File: src/rtl/instr_mem_loader_if.sv
// Byte-stream input, instruction-memory write port and load status for instr_mem_loader.
// The master drives the byte stream and start; the slave (the loader) drives everything else.
interface instr_mem_loader_if #(
    parameter int ADDR_W = 3
);
    // Load control and byte stream
    logic              start;
    logic              in_valid;
    logic              in_ready;
    logic [7:0]        in_byte;
    logic              in_last;

    // Instruction memory write port
    logic              imem_we;
    logic [ADDR_W-1:0] imem_addr;
    logic [15:0]       imem_wdata;

    // Core control and load status
    logic              core_hold;
    logic              busy;
    logic              done;
    logic              error;
    logic [ADDR_W:0]   words_loaded;

    modport master (
        output start, in_valid, in_byte, in_last,
        input  in_ready, imem_we, imem_addr, imem_wdata,
        input  core_hold, busy, done, error, words_loaded
    );

    modport slave (
        input  start, in_valid, in_byte, in_last,
        output in_ready, imem_we, imem_addr, imem_wdata,
        output core_hold, busy, done, error, words_loaded
    );
endinterface

File: src/rtl/instr_mem_loader.sv
// Instruction memory loader: packs a byte stream (high byte first) into 16-bit words,
// writes them into instruction memory and keeps the core held until a complete,
// even-length program that fits in memory has been written.
//
//   state  | meaning
//   -------+-------------------------------------------------------------
//   IDLE   | no load since reset, core held
//   HI     | waiting for the high byte of the next word
//   LO     | waiting for the low byte of the current word
//   WR     | single-cycle write of {hi, lo} to instruction memory
//   DONE   | program loaded, core released
//   ERR    | load aborted (odd byte count or overflow), core held
module instr_mem_loader #(
    parameter int ADDR_W = 3,
    parameter int DEPTH  = 2 ** ADDR_W
) (
    input  logic                clk,
    input  logic                reset_n,
    instr_mem_loader_if.slave   bus
);

    localparam int                WL_W     = ADDR_W + 1;
    localparam logic [WL_W-1:0]   DEPTH_WL = WL_W'(DEPTH);
    localparam logic [ADDR_W-1:0] ADDR_MAX = ADDR_W'(DEPTH - 1);

    typedef enum logic [2:0] {
        S_IDLE = 3'd0,
        S_HI   = 3'd1,
        S_LO   = 3'd2,
        S_WR   = 3'd3,
        S_DONE = 3'd4,
        S_ERR  = 3'd5
    } state_t;

    state_t            state_q, state_d;

    logic [7:0]        hi_q, hi_d;
    logic              last_q, last_d;
    logic [ADDR_W-1:0] addr_q, addr_d;
    logic [15:0]       wdata_q, wdata_d;
    logic [WL_W-1:0]   words_q, words_d;

    logic              in_ready_q, in_ready_d;
    logic              we_q, we_d;
    logic              hold_q, hold_d;
    logic              busy_q, busy_d;
    logic              done_q, done_d;
    logic              error_q, error_d;

    logic              xfer;
    logic              last_word;

    // A byte moves only when the registered ready and the source's valid coincide.
    assign xfer      = bus.in_valid & in_ready_q;
    // The word being written in WR is the one that fills the memory.
    assign last_word = (words_q + 1'b1) == DEPTH_WL;

    // State register.
    always_ff @(posedge clk or negedge reset_n) begin
        if (!reset_n) begin
            state_q <= S_IDLE;
        end else begin
            state_q <= state_d;
        end
    end

    // Next-state logic; start is only honoured between loads.
    always_comb begin
        state_d = state_q;
        case (state_q)
            S_IDLE, S_DONE, S_ERR: begin
                if (bus.start) begin
                    state_d = S_HI;
                end
            end
            S_HI: begin
                if (xfer) begin
                    state_d = bus.in_last ? S_ERR : S_LO;
                end
            end
            S_LO: begin
                if (xfer) begin
                    state_d = S_WR;
                end
            end
            S_WR: begin
                if (last_q) begin
                    state_d = S_DONE;
                end else if (last_word) begin
                    state_d = S_ERR;
                end else begin
                    state_d = S_HI;
                end
            end
            default: state_d = S_IDLE;
        endcase
    end

    // Datapath: byte latching, word assembly, write pointer and word count.
    always_comb begin
        hi_d    = hi_q;
        last_d  = last_q;
        addr_d  = addr_q;
        wdata_d = wdata_q;
        words_d = words_q;
        case (state_q)
            S_IDLE, S_DONE, S_ERR: begin
                if (bus.start) begin
                    addr_d  = '0;
                    words_d = '0;
                    last_d  = 1'b0;
                end
            end
            S_HI: begin
                if (xfer) begin
                    hi_d = bus.in_byte;
                end
            end
            S_LO: begin
                if (xfer) begin
                    wdata_d = {hi_q, bus.in_byte};
                    last_d  = bus.in_last;
                end
            end
            S_WR: begin
                // Pointer holds at the top word so it never wraps within a load.
                if (addr_q != ADDR_MAX) begin
                    addr_d = addr_q + 1'b1;
                end
                if (words_q != DEPTH_WL) begin
                    words_d = words_q + 1'b1;
                end
            end
            default: ;
        endcase
    end

    // Output decode from the next state so every status output is a flop.
    always_comb begin
        in_ready_d = (state_d == S_HI) || (state_d == S_LO);
        we_d       = (state_d == S_WR);
        hold_d     = (state_d != S_DONE);
        busy_d     = (state_d == S_HI) || (state_d == S_LO) || (state_d == S_WR);
        done_d     = (state_d == S_DONE);
        error_d    = (state_d == S_ERR);
    end

    // Datapath and output registers.
    always_ff @(posedge clk or negedge reset_n) begin
        if (!reset_n) begin
            hi_q       <= '0;
            last_q     <= 1'b0;
            addr_q     <= '0;
            wdata_q    <= '0;
            words_q    <= '0;
            in_ready_q <= 1'b0;
            we_q       <= 1'b0;
            hold_q     <= 1'b1;
            busy_q     <= 1'b0;
            done_q     <= 1'b0;
            error_q    <= 1'b0;
        end else begin
            hi_q       <= hi_d;
            last_q     <= last_d;
            addr_q     <= addr_d;
            wdata_q    <= wdata_d;
            words_q    <= words_d;
            in_ready_q <= in_ready_d;
            we_q       <= we_d;
            hold_q     <= hold_d;
            busy_q     <= busy_d;
            done_q     <= done_d;
            error_q    <= error_d;
        end
    end

    assign bus.in_ready     = in_ready_q;
    assign bus.imem_we      = we_q;
    assign bus.imem_addr    = addr_q;
    assign bus.imem_wdata   = wdata_q;
    assign bus.core_hold    = hold_q;
    assign bus.busy         = busy_q;
    assign bus.done         = done_q;
    assign bus.error        = error_q;
    assign bus.words_loaded = words_q;

endmodule

File: src/flat_wrapper.sv
// flat-port wrapper written by rule: the top's interface ports become plain ports
module instr_mem_loader_flat 
#(
    parameter int ADDR_W = 3,
    parameter int DEPTH  = 2 ** ADDR_W
)
  (clk, reset_n, bus_start, bus_in_valid, bus_in_byte, bus_in_last, bus_in_ready, bus_imem_we, bus_imem_addr, bus_imem_wdata, bus_core_hold, bus_busy, bus_done, bus_error, bus_words_loaded);
  instr_mem_loader_if #(.ADDR_W(ADDR_W)) bus_i ();
  input  logic clk;
  input  logic reset_n;
  input wire logic [$bits(bus_i.start)-1:0] bus_start;
  input wire logic [$bits(bus_i.in_valid)-1:0] bus_in_valid;
  input wire logic [$bits(bus_i.in_byte)-1:0] bus_in_byte;
  input wire logic [$bits(bus_i.in_last)-1:0] bus_in_last;
  output wire logic [$bits(bus_i.in_ready)-1:0] bus_in_ready;
  output wire logic [$bits(bus_i.imem_we)-1:0] bus_imem_we;
  output wire logic [$bits(bus_i.imem_addr)-1:0] bus_imem_addr;
  output wire logic [$bits(bus_i.imem_wdata)-1:0] bus_imem_wdata;
  output wire logic [$bits(bus_i.core_hold)-1:0] bus_core_hold;
  output wire logic [$bits(bus_i.busy)-1:0] bus_busy;
  output wire logic [$bits(bus_i.done)-1:0] bus_done;
  output wire logic [$bits(bus_i.error)-1:0] bus_error;
  output wire logic [$bits(bus_i.words_loaded)-1:0] bus_words_loaded;
  assign bus_i.start = bus_start;
  assign bus_i.in_valid = bus_in_valid;
  assign bus_i.in_byte = bus_in_byte;
  assign bus_i.in_last = bus_in_last;
  assign bus_in_ready = bus_i.in_ready;
  assign bus_imem_we = bus_i.imem_we;
  assign bus_imem_addr = bus_i.imem_addr;
  assign bus_imem_wdata = bus_i.imem_wdata;
  assign bus_core_hold = bus_i.core_hold;
  assign bus_busy = bus_i.busy;
  assign bus_done = bus_i.done;
  assign bus_error = bus_i.error;
  assign bus_words_loaded = bus_i.words_loaded;
  instr_mem_loader #(.ADDR_W(ADDR_W), .DEPTH(DEPTH)) u_core (.clk(clk), .reset_n(reset_n), .bus(bus_i));
endmodule
File: config.mk
export PLATFORM = sky130hd
export DESIGN_NAME = instr_mem_loader_flat
export DESIGN_NICKNAME = d
export VERILOG_FILES = /design/src/rtl/instr_mem_loader_if.sv /design/src/rtl/instr_mem_loader.sv /design/src/flat_wrapper.sv
export SDC_FILE = /design/constraint.sdc
export NUM_CORES = 1
export LEC_CHECK = 0
export CAP_MARGIN = 15
export CELL_PAD_IN_SITES_DETAIL_PLACEMENT = 0
export CELL_PAD_IN_SITES_GLOBAL_PLACEMENT = 1
export CORE_MARGIN = 10
export CORE_UTILIZATION = 49
export DETAILED_ROUTE_END_ITERATION = 12
export DONT_BUFFER_PORTS = 1
export MAX_ROUTING_LAYER = met4
export PLACE_DENSITY_LB_ADDON = 0.1
export SYNTH_ARGS = -nofsm -noshare
export SYNTH_HDL_FRONTEND = slang
export SYNTH_SLANG_ARGS = --single-unit
File: constraint.sdc
create_clock -name clk -period 2 [get_ports clk]
set_clock_uncertainty 0.15 [all_clocks]
set_input_delay 0.2 -clock clk [delete_from_list [all_inputs] [get_ports clk]]
set_output_delay 0.2 -clock clk [all_outputs]
set_load 0.1 [all_outputs]
==> results of run 1 <==
==> critical path: stages (launching register included) <==
cell,delay [ps]
dfrtp_1,460
nor3b_1,350
nand3_1,160
inv_2,200
mux2_2,360
==> registers in the layout, summed over array words and instances, names as in the netlist <==
register / count
u_core.bus.imem_wdata: 16
u_core.hi_q: 8
u_core.bus.words_loaded: 4
u_core.bus.imem_addr: 3
u_core.state_q: 3
u_core.bus.busy: 1
u_core.bus.core_hold: 1
u_core.bus.done: 1
u_core.bus.error: 1
u_core.bus.imem_we: 1
u_core.bus.in_ready: 1
u_core.last_q: 1
==> worst paths after layout <==
check / startpoint / to / slack (ps)
worst max register to register: u_core.state_q[1] / u_core.bus.imem_wdata[5] / 200
max in group asynchronous: reset_n / u_core.bus.core_hold / 1320
worst min-delay path: bus_start / u_core.bus.busy / 100
worst min register to register: u_core.hi_q[0] / u_core.hi_q[0] / 370
min in group asynchronous: reset_n / u_core.bus.error / 140
worst max-delay path: u_core.state_q[1] / u_core.bus.imem_wdata[5] / 200
==> Yosys cell counts (3+ instances only) <==
cell type and n:
inv_1 5, o21ai_0 4, a21oi_1 3, mux2i_1 4, nand3_1 4, nand2b_1 3, mux2_2 25, ha_1 4
dfrtp_1 40, nand3b_1 3, nand2_1 10, nor2_1 4
==> cell usage in the layout, fill, tap and decap left out, types with 4 or more instances in the layout <==
cell / instances
ha_1: 4
mux2i_1: 4
dfrtp_1: 37
nand2_1: 10
nand3_1: 4
inv_1: 5
nor2_1: 4
dlygate4sd3_1: 11
buf_4: 32
mux2_2: 25
clkbuf_4: 5
o21ai_0: 4
==> repair_timing <==
item	4_1_cts	5_1_grt
endpoints found under the hold margin	63	0
hold buffers	12	0
endpoints found under the setup margin	0	0
==> cells by family after synthesis <==
family                     Yosys count  share of synthesized area [%]
buffers and inverters                8                           1.84
and+or+nand+nor                     32                           9.94
xor gates and xnor gates             1                          0.516
adders and majority gates            4                           2.95
DFF                                 41                           60.5
muxes                               29                           18.9
AOI/OAI and AO/OA                   13                           5.38
==> layer usage <==
metal	track usage, %	vias to the layer above	part of all wire [%]
li1	-	549	-
met1	12.1	550	41
met2	19.2	28	50
met3	5.41	4	7.6
met4	3.76	0	0.83
met5	-	-	0
==> area by class of cell <==
class,count,share of cell area [%]
flip-flops and latches,41,47.1
multi-input cells,79,29.3
repair buffers,44,16.9
well taps,46,2.63
clock buffers,6,2.35
inverters,6,1.03
clock inverters,2,0.629
==> stage by stage <==
step / hold WS (ps) / utilization, % / cell area [sq um]
floorplan: -246 / - / 1700
global route: 115 / 65.5 / 2190
detailed placement: -244 / 59.7 / 1990
CTS: 80.7 / 65.5 / 2190
global placement: -244 / 59.7 / 1990
finish: 96.0 / 65.5 / 2190
==> impl_metrics.yaml, run 1 <==
global_routing:
  grt-ovfl-total: 0
  grt_pass1_wl_mm: 5.60
  grt_usage_pct: 11.6
  grt_max_degree: 42
  grt_pass1_vias: 1150
  antenna_found_initial: 0
layout:
  seqCellArea_sq_um: 1030
  drive_gt1_share_pct: 41.6
  n_antenna_cell: 0
  multi_input_area_sq_um: 641
  nFillCells: 283
  final_cells: 224
  nNetsFinal: 194
  syn2layout_area_growth_pct: 28.7
sta:
  rsz0062_at_grt: "no"
  finalMaxSlewViolations: 0
  worst_pin_slew_ps: 489
  setup_viol_count_final: 0
  relSlewSlack_pct: 67.5
  hold_violations: 0
  fmax_mhz: 556
  setup_slack_ps: 200
  tns_ps: 0
  fin_crit_sh_pct: 90.0
  finalCriticalPeriod_ps: 1800
detailed_routing:
  first_pass_iters: 3
  dr_total_vias: 1131
  routedWlPerCell_um: 15.0
  antenna_left: 0
  routed_wl_mm: 3.36
  drt-initial-drc-count: 23
  drc: 0
  vias_per_cell: 5.05
cts:
  cts_buffers: 5
  clock_latency_ps: 350
  cts_tree: "built"
  cts_setup_buffers: 0
  htree_levels: 2
  clkTransAtPathRegs_ps: 120
  cts_max_path_buffers: 2
  cts-root-buf: "clkbuf_4"
  clock_sinks: 41
  cts_resized: 0
placement:
  gp_congestion: 0.725
  place_hpwl_mm: 2.43
  portBuffers: 0
  place_ws_ps: 208
  place_inst: 204
logic_synthesis:
  netlist_area_sq_um: 1700
  syn_area_per_cell_sq_um: 13.3
  ys_top_cells_by_area: "dfrtp_1, mux2_2, ha_1"
  yosysSeqAreaShare_pct: 60.5
  ys_warn_count: 0
  yosys.cell_types.count: 31
  synth.top_cell.area_share_pct: 58.9
  syn-num-nets: 145
  synth_top_cell_by_area: "dfrtp_1"
  synth_edf_count: 0
  ys.flop_type: "dfrtp_1"
  synth-seq-cells: 41
  synthCells: 128
  ys_async_sr_fraction_pct: 100
floorplan:
  start_util_pct: 50.9
  core.rowCount: 21
  die_y_um: 78.9
  io_pins: 42
  die_area_sq_um: 6220
  die_w_um: 78.9
  core_region_area_sq_um: 3340
worst_setup_path:
  required_ps: 2100
  r2r_cells: 4
  cp_max_fo: 10
  critical_path_class: "reg -> reg"
  end_kind: "register"
  critPathArrivalTime_ps: 1900
  cp-start-kind: "register"
min_path:
  holdCritPathClass: "in -> reg"
  holdPathStages: 2
job:
  cap_viol_max_count: 0
status:
  outcome: "completed"
Power of run 1 is left out: the tool's default activity adds up to more than one toggle a clock period on the data nets, which glitch-free logic cannot reach.
==> run 2, diff against run 1 <==
--- a/config.mk
+++ b/config.mk
@@ -6,14 +6,13 @@
 export NUM_CORES = 1
 export LEC_CHECK = 0
 export CAP_MARGIN = 15
-export CELL_PAD_IN_SITES_DETAIL_PLACEMENT = 0
-export CELL_PAD_IN_SITES_GLOBAL_PLACEMENT = 1
-export CORE_MARGIN = 10
-export CORE_UTILIZATION = 49
+export CORE_ASPECT_RATIO = 1.1
+export CORE_MARGIN = 1.5
+export CORE_UTILIZATION = 61
 export DETAILED_ROUTE_END_ITERATION = 12
 export DONT_BUFFER_PORTS = 1
 export MAX_ROUTING_LAYER = met4
-export PLACE_DENSITY_LB_ADDON = 0.1
+export PLACE_DENSITY = 0.77
 export SYNTH_ARGS = -nofsm -noshare
 export SYNTH_HDL_FRONTEND = slang
 export SYNTH_SLANG_ARGS = --single-unit
==> impl_metrics.yaml, run 2 (synthesis results as in run 1) <==
status:
  outcome: "completed"
cts:
  cts_resized: 0
  clock_sinks: 41
  cts_max_path_buffers: 2
  cts_buffers: 5
  clock_latency_ps: 340
  cts_tree: "built"
  cts-root-buf: "clkbuf_4"
  htree_levels: 2
  clkTransAtPathRegs_ps: 120
  cts_setup_buffers: 0
layout:
  n_antenna_cell: 0
  drive_gt1_share_pct: 41.0
  nNetsFinal: 194
  layout_common_cells: "dfrtp_1, buf_4, mux2_2"
  layout_commonest_cell: "dfrtp_1"
  largest_register_ff_count: 16
  nFillCells: 146
  syn2layout_area_growth_pct: 27.5
placement:
  portBuffers: 0
  gp_congestion: 0.764
  place_hpwl_mm: 2.48
worst_setup_path:
  end_kind: "register"
  critical_path_class: "reg -> reg"
  required_ps: 2090
  slowest_stage: "dfrtp_1"
  reg2reg_setup_slack_ps: 100
  cp_max_fo: 10
  critPathArrivalTime_ps: 1990
  r2r_cells: 4
  crit_family: "simple AND/OR/NAND/NOR gates"
  r2r-start: "u_core.state_q[1]"
  worst-path-buf-inv: 1
  crit_chain: "nor3b_1, nand3_1, inv_2, mux2_2"
  cp-start-kind: "register"
  timing.rr.end: "u_core.bus.imem_wdata[5]"
  cpPeakStageDelay_ps: 490
detailed_routing:
  routedWlPerCell_um: 17.5
  first_pass_iters: 4
  drc: 0
  routed_wl_mm: 3.65
  dr_total_vias: 1183
  drt-initial-drc-count: 33
  antenna_left: 0
  vias_per_cell: 5.66
global_routing:
  grt-ovfl-total: 0
  grt_pass1_vias: 1311
  grt_usage_pct: 28.2
  grt_pass1_wl_mm: 5.93
  antenna_found_initial: 0
  grt_max_degree: 42
sta:
  rsz0062_at_grt: "no"
  fmax_mhz: 526
  fin_crit_sh_pct: 95.1
  tns_ps: 0
  finalMaxSlewViolations: 0
  relSlewSlack_pct: 66.8
  setup_viol_count_final: 0
  worst_pin_slew_ps: 499
  hold_violations: 0
  holdWs_ps: 27.8
  finalCriticalPeriod_ps: 1900
floorplan:
  core.rowCount: 19
  die_y_um: 58.4
  start_util_pct: 66.2
  core_region_area_sq_um: 2570
  die_area_sq_um: 3110
  die_w_um: 53.3
  io_pins: 42
min_path:
  holdPathEnd: "u_core.last_q"
  holdCritPathClass: "in -> reg"
  holdPathStages: 3
  worstHoldStart: "bus_in_last"
job:
  cap_viol_max_count: 0
run 2: how the worst max path moves through the flow:
| stage | start | end | slack [ps] | depth (start not counted) |
|---|---|---|---|---|
| detailed placement | u_core.state_q[0] | u_core.bus.imem_wdata[5] | 160 | 4 |
| global route | u_core.state_q[1] | u_core.bus.imem_wdata[5] | 10 | 4 |
| floorplan | u_core.bus.words_loaded[3] | u_core.bus.in_ready | 40 | 3 |
| global placement | u_core.state_q[1] | u_core.bus.in_ready | 290 | 4 |
| CTS | u_core.state_q[1] | u_core.bus.imem_wdata[5] | 140 | 4 |
| finish | u_core.state_q[1] | u_core.bus.imem_wdata[5] | 100 | 4 |
run 2: layer usage:
layer  routed length (um)  track usage, %  vias up  part of all wire (%)
met5                    0               -        -                     0
met4                   46            9.89        0                   1.3
met3                  222            7.61        4                   6.1
met2                 1940            48.3       55                    53
met1                 1440            31.3      579                    40
li1                     -               -      545                     -
run 2: stage by stage:
| step | worst slack [ps] | area, sq um | util (%) | std cells |
|---|---|---|---|---|
| after floorplan | 39.2 | 1700 | - | 128 |
| after global placement | 294 | 1970 | 76.9 | 189 |
| after detailed placement | 165 | 1970 | 76.9 | 189 |
| after CTS | 140 | 2170 | 84.4 | 209 |
| after global routing | 14.0 | 2170 | 84.4 | 209 |
| final | 97.3 | 2170 | 84.4 | 209 |
run 2: final cells by class:
class / count / area, sq um / share of cell area, %
Clock buffer: 7 / 55.1 / 2.54
Clock inverter: 1 / 7.51 / 0.347
Inverter: 6 / 22.5 / 1.04
Multi-Input combinational cell: 79 / 641 / 29.6
Sequential cell: 41 / 1030 / 47.6
Tap cell: 31 / 38.8 / 1.79
Timing Repair Buffer: 44 / 370 / 17.1
run 2: worst reg2reg max path: stages (launching register included):
cell     delay (ps)
dfrtp_1         490
nor3b_1         380
nand3_1         190
inv_2           220
mux2_2          370
run 2: timing repair:
| item | 4_1_cts | 5_1_grt |
|---|---|---|
| hold buffers | 12 | 0 |
| endpoints found under the hold margin | 59 | 0 |
| endpoints found under the setup margin | 0 | 0 |
Power of run 2 is left out for the same reason.
==> run 3, diff against run 2 <==
--- a/config.mk
+++ b/config.mk
@@ -12,7 +12,8 @@
 export DETAILED_ROUTE_END_ITERATION = 12
 export DONT_BUFFER_PORTS = 1
 export MAX_ROUTING_LAYER = met4
-export PLACE_DENSITY = 0.77
+export PLACE_DENSITY = 0.76
 export SYNTH_ARGS = -nofsm -noshare
 export SYNTH_HDL_FRONTEND = slang
 export SYNTH_SLANG_ARGS = --single-unit
+export TNS_END_PERCENT = 100
==> impl_metrics.yaml, run 3 (synthesis results as in run 1) <==
status:
  outcome: "completed"
cts:
  htree_levels: 2
  cts_tree: "built"
  cts_setup_buffers: 0
  cts-root-buf: "clkbuf_4"
  clkTransAtPathRegs_ps: 120
  clock_sinks: 41
  cts_max_path_buffers: 2
  clock_latency_ps: 340
  cts_resized: 0
  cts_buffers: 5
  holdBufCountCts: 12
sta:
  finalCriticalPeriod_ps: 1880
  setup_viol_count_final: 0
  hold_violations: 0
  setup_slack_ps: 120
  fin_crit_sh_pct: 94.0
  rsz0062_at_grt: "no"
  holdWs_ps: 29.9
  worst_pin_slew_ps: 526
  fmax_mhz: 532
  tns_ps: 0
  finalMaxSlewViolations: 0
  relSlewSlack_pct: 64.4
layout:
  layout_common_cells: "dfrtp_1, buf_4, mux2_2"
  layout_commonest_cell: "dfrtp_1"
  drive_gt1_share_pct: 40.7
  n_antenna_cell: 0
  nNetsFinal: 193
  largest_register_ff_count: 16
  syn2layout_area_growth_pct: 28.4
  nFillCells: 135
worst_setup_path:
  worst-path-buf-inv: 0
  cpPeakStageDelay_ps: 490
  r2r-start: "u_core.state_q[1]"
  cp-start-kind: "register"
  crit_chain: "nand3b_1, o311ai_1, nand3_1, and2_1"
  cp_max_fo: 8
  critPathArrivalTime_ps: 1980
  end_kind: "register"
  required_ps: 2100
  startpoint: "u_core.state_q[1]"
  crit_family: "simple AND/OR/NAND/NOR gates"
  slowest_stage: "o311ai_1"
  critical_path_class: "reg -> reg"
detailed_routing:
  dr_total_vias: 1202
  routed_wl_mm: 3.41
  first_pass_iters: 4
  drc: 0
  drt-initial-drc-count: 30
  routedWlPerCell_um: 16.4
  vias_per_cell: 5.78
  antenna_left: 0
floorplan:
  io_pins: 42
  core_region_area_sq_um: 2570
  die_w_um: 53.3
  start_util_pct: 66.2
  core.rowCount: 19
  die_area_sq_um: 3110
  die_y_um: 58.4
global_routing:
  grt-ovfl-total: 0
  grt_usage_pct: 25.6
  antenna_found_initial: 0
  grt_pass1_wl_mm: 5.49
  grt_max_degree: 42
  grt_pass1_vias: 1218
job:
  cap_viol_max_count: 0
min_path:
  worstHoldStart: "bus_in_last"
  holdCritPathClass: "in -> reg"
placement:
  gp_congestion: 0.780
  place_ws_ps: 198
  portBuffers: 0
  place_hpwl_mm: 2.35
-- run 3: cell types whose count changed in the layout (fill, tap and decap cells not counted) --
cell and delta:
bufinv_16 +1, buf_4 -1, clkinvlp_4 -1
-- run 3: through the flow --
step                      util (%)  instances  area, sq um
after detailed placement      76.6        188         1970
final                         84.9        208         2180
after CTS                     84.9        208         2180
after global placement        76.6        188         1970
after floorplan                  -        128         1700
after global routing          84.9        208         2180
-- run 3: per-layer routing --
metal,track usage [%],wire length (um),vias to the layer above
met5,-,0,-
met4,8.42,70,0
met3,8.63,236,9
met2,40.2,1760,57
met1,31.2,1350,585
li1,-,-,551
-- run 3: cell type report --
type	count	area (sq um)	area share [%]
inverter	6	22.5	1.03
clock buffer	7	55.1	2.52
sequential	41	1030	47.3
clock inverter	1	30.0	1.38
tap	31	38.8	1.78
multi-input combinational	79	641	29.4
timing repair buffer	43	363	16.6
-- run 3: worst register-to-register path, cell delays in order (launching register included) --
cell and delay, ps:
dfrtp_1 460, nand3b_1 240, o311ai_1 490, nand3_1 250, and2_1 200
-- run 3: path summary, 6_finish.rpt --
path                                         to  slack, ps  cells past startpoint
max in group asynchronous  u_core.bus.core_hold       1290                      2
max reg2reg                    u_core.bus.error        120                      4
min                           u_core.state_q[2]         30                      1
min reg2reg                      u_core.hi_q[2]        360                      1
min in group asynchronous       u_core.bus.busy        150                      2
max                            u_core.bus.error        120                      4
Power of run 3 is left out for the same reason.
